$ cat config.mk
export PLATFORM = sky130hd
export DESIGN_NAME = dense_sequencer
export DESIGN_NICKNAME = d
export VERILOG_FILES = /design/src/rtl/dense_sequencer.sv
export SDC_FILE = /design/constraint.sdc
export NUM_CORES = 1
export LEC_CHECK = 0
export CAP_MARGIN = 20
export CORE_MARGIN = 5
export CORE_UTILIZATION = 40
export DETAILED_ROUTE_END_ITERATION = 12
export HOLD_SLACK_MARGIN = 0.03
export MAX_ROUTING_LAYER = met4
export PLACE_DENSITY_LB_ADDON = 0.08
export SLEW_MARGIN = 0
export SYNTH_ARGS = -nofsm -noshare
export SYNTH_HDL_FRONTEND = slang
export SYNTH_SLANG_ARGS = --single-unit
$ cat constraint.sdc
create_clock -name clk_i -period 6.85 [get_ports clk_i]
set_input_delay 1.37 -clock clk_i [delete_from_list [all_inputs] [get_ports clk_i]]
set_output_delay 1.37 -clock clk_i [all_outputs]
set_load 0.005 [all_outputs]
$ cat src/rtl/dense_sequencer.sv
// Dense-layer control FSM: walks K activations per output tile over T tiles, issues
// paired weight/activation reads and aligns MAC enable/accumulate with returning data.
module dense_sequencer #(
    parameter int unsigned AddrW      = 16,
    parameter int unsigned LenW       = 12,
    parameter int unsigned MemLatency = 2,
    parameter int unsigned MacLatency = 1
) (
    input  logic             clk_i,
    input  logic             rst_ni,
    input  logic             start_i,
    input  logic [LenW-1:0]  in_len_i,
    input  logic [LenW-1:0]  tile_count_i,
    input  logic             hold_i,
    output logic [AddrW-1:0] wgt_addr_o,
    output logic [AddrW-1:0] act_addr_o,
    output logic             rd_en_o,
    output logic             mac_en_o,
    output logic             accumulate_o,
    output logic             result_valid_o,
    input  logic             result_ready_i,
    output logic [LenW-1:0]  tile_o,
    output logic             busy_o,
    output logic             done_o
);

    localparam int unsigned DrainW = (MacLatency > 1) ? $clog2(MacLatency) : 1;

    typedef enum logic [1:0] {IDLE, ISSUE, DRAIN, OUTPUT} state_e;

    state_e                r_state;
    state_e                w_state_nxt;
    logic [LenW-1:0]       r_len;
    logic [LenW-1:0]       r_tiles;
    logic [LenW-1:0]       r_k;
    logic [LenW-1:0]       r_tile;
    logic [AddrW-1:0]      r_wgt_addr;
    logic [MemLatency-1:0] r_pipe_vld;
    logic [MemLatency-1:0] r_pipe_acc;
    logic [DrainW-1:0]     r_drain_cnt;
    logic                  r_busy;
    logic                  r_result_valid;
    logic                  r_done;

    logic                  w_start;
    logic                  w_start_zero;
    logic                  w_issue;
    logic                  w_handshake;
    logic                  w_last_tile;
    logic                  w_pipe_empty;
    logic [MemLatency:0]   w_vld_chain;
    logic [MemLatency:0]   w_acc_chain;

    assign w_pipe_empty = ~|r_pipe_vld;
    assign w_last_tile  = (r_tile == r_tiles - LenW'(1));
    // Pipeline entry carries the issue strobe and whether this read accumulates
    assign w_vld_chain  = {r_pipe_vld, w_issue};
    assign w_acc_chain  = {r_pipe_acc, w_issue & (r_k != '0)};

    // Next-state and per-cycle control decode
    always_comb begin
        w_state_nxt  = r_state;
        w_start      = 1'b0;
        w_start_zero = 1'b0;
        w_issue      = 1'b0;
        w_handshake  = 1'b0;
        case (r_state)
            IDLE: begin
                if (start_i) begin
                    w_start = 1'b1;
                    if (in_len_i == '0 || tile_count_i == '0) begin
                        w_start_zero = 1'b1;
                    end else begin
                        w_state_nxt = ISSUE;
                    end
                end
            end
            ISSUE: begin
                if (!hold_i) begin
                    w_issue = 1'b1;
                    if (r_k == r_len - LenW'(1)) begin
                        w_state_nxt = DRAIN;
                    end
                end
            end
            DRAIN: begin
                if (w_pipe_empty && r_drain_cnt == DrainW'(MacLatency - 1)) begin
                    w_state_nxt = OUTPUT;
                end
            end
            OUTPUT: begin
                if (result_ready_i) begin
                    w_handshake = 1'b1;
                    w_state_nxt = w_last_tile ? IDLE : ISSUE;
                end
            end
            default: w_state_nxt = IDLE;
        endcase
    end

    always_ff @(posedge clk_i or negedge rst_ni) begin
        if (!rst_ni) begin
            r_state <= IDLE;
        end else begin
            r_state <= w_state_nxt;
        end
    end

    // Counters, alignment pipeline and registered status outputs
    always_ff @(posedge clk_i or negedge rst_ni) begin
        if (!rst_ni) begin
            r_len          <= '0;
            r_tiles        <= '0;
            r_k            <= '0;
            r_tile         <= '0;
            r_wgt_addr     <= '0;
            r_pipe_vld     <= '0;
            r_pipe_acc     <= '0;
            r_drain_cnt    <= '0;
            r_busy         <= 1'b0;
            r_result_valid <= 1'b0;
            r_done         <= 1'b0;
        end else begin
            r_pipe_vld     <= w_vld_chain[MemLatency-1:0];
            r_pipe_acc     <= w_acc_chain[MemLatency-1:0];
            r_busy         <= (w_state_nxt != IDLE);
            r_result_valid <= (w_state_nxt == OUTPUT);
            r_done         <= w_start_zero | (w_handshake & w_last_tile);

            if (w_start) begin
                r_len      <= in_len_i;
                r_tiles    <= tile_count_i;
                r_k        <= '0;
                r_tile     <= '0;
                r_wgt_addr <= '0;
            end
            // Weight address runs on across tiles, so it lands on base+K for the next tile
            if (w_issue) begin
                r_k        <= r_k + LenW'(1);
                r_wgt_addr <= r_wgt_addr + AddrW'(1);
            end
            if (w_handshake && !w_last_tile) begin
                r_tile <= r_tile + LenW'(1);
                r_k    <= '0;
            end

            if (r_state == DRAIN && w_pipe_empty) begin
                r_drain_cnt <= r_drain_cnt + DrainW'(1);
            end else begin
                r_drain_cnt <= '0;
            end
        end
    end

    assign wgt_addr_o     = r_wgt_addr;
    assign act_addr_o     = AddrW'(r_k);
    assign rd_en_o        = w_issue;
    assign mac_en_o       = r_pipe_vld[MemLatency-1];
    assign accumulate_o   = r_pipe_acc[MemLatency-1];
    assign result_valid_o = r_result_valid;
    assign tile_o         = r_tile;
    assign busy_o         = r_busy;
    assign done_o         = r_done;

endmodule

==> impl_metrics.toml <==
[status]
status = "finished clean"

[timing]
finalSetupViolCount = 0
max_freq_mhz = 211
hold_viol_final = 0
fin_tns_setup_ns = 0
worst_pin_slew_ns = 0.956
finalCriticalPeriod_ns = 4.75
final_max_slew_viol_count = 0
fin_ws_ns = 2.10
slew_headroom = 0.363
fin_skew_ns = 0.00925
rsz0062_at_grt = "no"
fin_crit_sh = 0.693

[worst_setup_path]
path_class = "primary input to primary output"
crit_family = "buffers and inverters"
r2r_start = "r_tiles[0]"
crit_top_cell = "clkdlybuf4s50_1"
crit_arrival_ns = 3.38
cp_slowest_stage_delay_ns = 0.64
slowest_stage = "clkdlybuf4s50_1"
worst-path-buf-inv = 4
r2r-end = "r_k[9]"
crit_path_start_kind = "primary input"
endpoint = "rd_en_o"
cp_data_required_time_ns = 5.48
critical_path.cell_chain = "clkdlybuf4s50_1, nor2_1, nand2_1, buf_4, inv_1, clkdlybuf4s50_1"
cp_max_fo = 25
critical_path.endpoint_type = "primary output"
critical_path_cell_count = 6
reg2reg_slack_ns = 3.47
reg2regPathDepth = 9
startpoint = "hold_i"

[placed_design]
dp_hpwl_um = 7580
place.gp.congestion = 0.862
place_area_mm2 = 0.00505
place.port_buffers = 74
place_ws_ns = 2.14

[synthesis]
netlist_instances = 482
yosys.area.top_type = "dfrtp_1"
synth.most_common_cell = "nand2_1"
synthTopCellsByCount = "nand2_1 (100), dfrtp_1 (74), o21ai_0 (31)"
synth_area_mm2 = 0.00423
synth_area_leaders = "dfrtp_1 (44%), nand2_1 (8.9%), xnor2_1 (5.4%)"
synth-seq-area-share = 0.438
ys.flop_type = "dfrtp_1"
avgSynthCellArea_um2 = 8.77
ys_seq_elements = 74
async_flop_share = 1.00
yosysUniqueCellTypes = 59
ys_warn_count = 0
synth-edff-count = 0
yosysTopAreaCellShare = 0.438

[layout]
fillCellCount = 998
multi_input_area_mm2 = 0.00222
layout-drive-gt1-share = 0.0562
final_nets = 582
area_growth_pct = 24.3
fin_util = 0.509
seqCellArea_mm2 = 0.00185
stdcell_area_mm2 = 0.00525
antennaDiodeCount = 0

[clocking]
cts_tree = "yes"
htreeDepth = 3
cts_buffers = 9
postCtsSetupBuffers = 0
clk_pin_slew_ns = 0.07
root_buffer = "clkbuf_8"
clk_latency_ns = 0.34
cts.path.max_buffers = 2
cts_hold_buf = 0
cts_resized = 0
clkSinkCount = 74

[power_and_ir_drop]
switching_share = 0.365
cellLeakagePower_nw = 2.28
power.share.clock = 0.222
power_density_mw_per_mm2 = 301
power_frac_seq = 0.440
internal-power_mw = 1.00
switchingPower_mw = 0.577
ir_drop_v = 0.000138
combPwrFrac = 0.337

[global_route]
antenna_found_initial = 0
grt_overflow = 0
grt_pass1_vias = 3631
grt_max_degree = 75
grt_usage = 0.180
grt_pass1_wl_um = 18300

[detailed_routing]
drt_first_pass_iters = 4
drc = 0
vias = 3719
wire_per_inst_um = 15.6
vias_per_cell = 5.41
wirelength_um = 10700
antenna_left = 0
dr.first_iter.drc_count = 197

[floorplan]
core_mm2 = 0.0103
initial_core_util = 0.409
ios = 79
die_area_mm2 = 0.0127
rows = 37
die_w_um = 113
die_y_um = 113

[flow_run]
cap_violations = 0

[min_path]
hp-class = "register to register"
-- state kept, by name, summed over array words and instances (netlist names) --
signal,flops
wgt_addr_o,16
r_k,12
r_len,12
r_tiles,12
tile_o,12
r_pipe_acc,2
r_pipe_vld,2
r_state,2
busy_o,1
done_o,1
r_drain_cnt,1
result_valid_o,1
-- metal layers --
layer,wire (um),global-route usage,up-vias
met4,118,0.0497,0
li1,-,-,1847
met3,336,0.0273,9
met5,0,-,-
met2,4920,0.269,66
met1,5350,0.257,1797
-- placed cells by master (no fill, tap or decap), types with 6 or more instances in the layout --
| master | instances |
|---|---|
| a211o_1 | 6 |
| and3_1 | 16 |
| clkbuf_8 | 11 |
| clkdlybuf4s50_1 | 73 |
| dfrtp_1 | 74 |
| ha_1 | 6 |
| inv_1 | 11 |
| mux2i_1 | 6 |
| nand2_1 | 100 |
| nand3_1 | 28 |
| nand4_1 | 7 |
| nor2_1 | 26 |
| nor3_1 | 16 |
| nor4_1 | 15 |
| o21ai_0 | 31 |
| xnor2_1 | 26 |
| xor2_1 | 6 |
-- power groups by stage --
| stage | Combinational (mW) | Clock [mW] | Sequential (mW) |
|---|---|---|---|
| after floorplan | 0.405 | 0 | 0.642 |
| after global placement | 0.525 | 0 | 0.698 |
| after detailed placement | 0.535 | 0 | 0.698 |
| after CTS | 0.538 | 0.365 | 0.693 |
| after global routing | 0.610 | 0.384 | 0.717 |
| final | 0.533 | 0.351 | 0.696 |
-- worst reg2reg max path: stages (launching register included) --
cell	delay (ns)
dfrtp_1	0.52
inv_1	0.10
ha_1	0.30
nor4b_1	0.36
nand2_1	0.09
a2111oi_0	0.41
a311oi_1	0.15
o31a_1	0.59
nor3_2	0.58
a211o_1	0.22
-- through the flow --
step / hold slack (ns) / total power, mW / std cells
4_1_cts: 0.368 / 1.60 / 688
6_report: 0.360 / 1.58 / 688
2_1_floorplan: 0.331 / 1.05 / 485
5_1_grt: 0.380 / 1.71 / 688
3_5_place_dp: 0.347 / 1.23 / 672
3_3_place_gp: 0.345 / 1.22 / 672
-- cells by family after synthesis --
kind of cell	after synthesis	synth area share
other cells	1	0.000887
mux	7	0.0169
fa+ha+maj	6	0.0178
flops	74	0.438
xor+xnor	32	0.0663
compound gates	82	0.139
buf+inv	38	0.0403
simple gates	242	0.281
-- worst min path at each step --
stage / startpoint / endpoint / slack, ns / cells after the start
after global routing: r_pipe_acc[0] / r_pipe_acc[1] / 0.38 / 0
after detailed placement: r_pipe_acc[0] / r_pipe_acc[1] / 0.35 / 0
after floorplan: r_pipe_acc[0] / r_pipe_acc[1] / 0.33 / 0
after CTS: r_pipe_acc[0] / r_pipe_acc[1] / 0.37 / 0
final: r_pipe_acc[0] / r_pipe_acc[1] / 0.36 / 0
after global placement: r_pipe_acc[0] / r_pipe_acc[1] / 0.34 / 0
-- final cells by class --
type                       count  area share
timing repair buffer          78       0.146
inverter                      11     0.00786
clock inverter                 4     0.00953
multi-input combinational    373       0.422
clock buffer                  12      0.0295
sequential                    74       0.353
tap                          136      0.0324
Note: power is estimated with default switching activity, not from simulation.
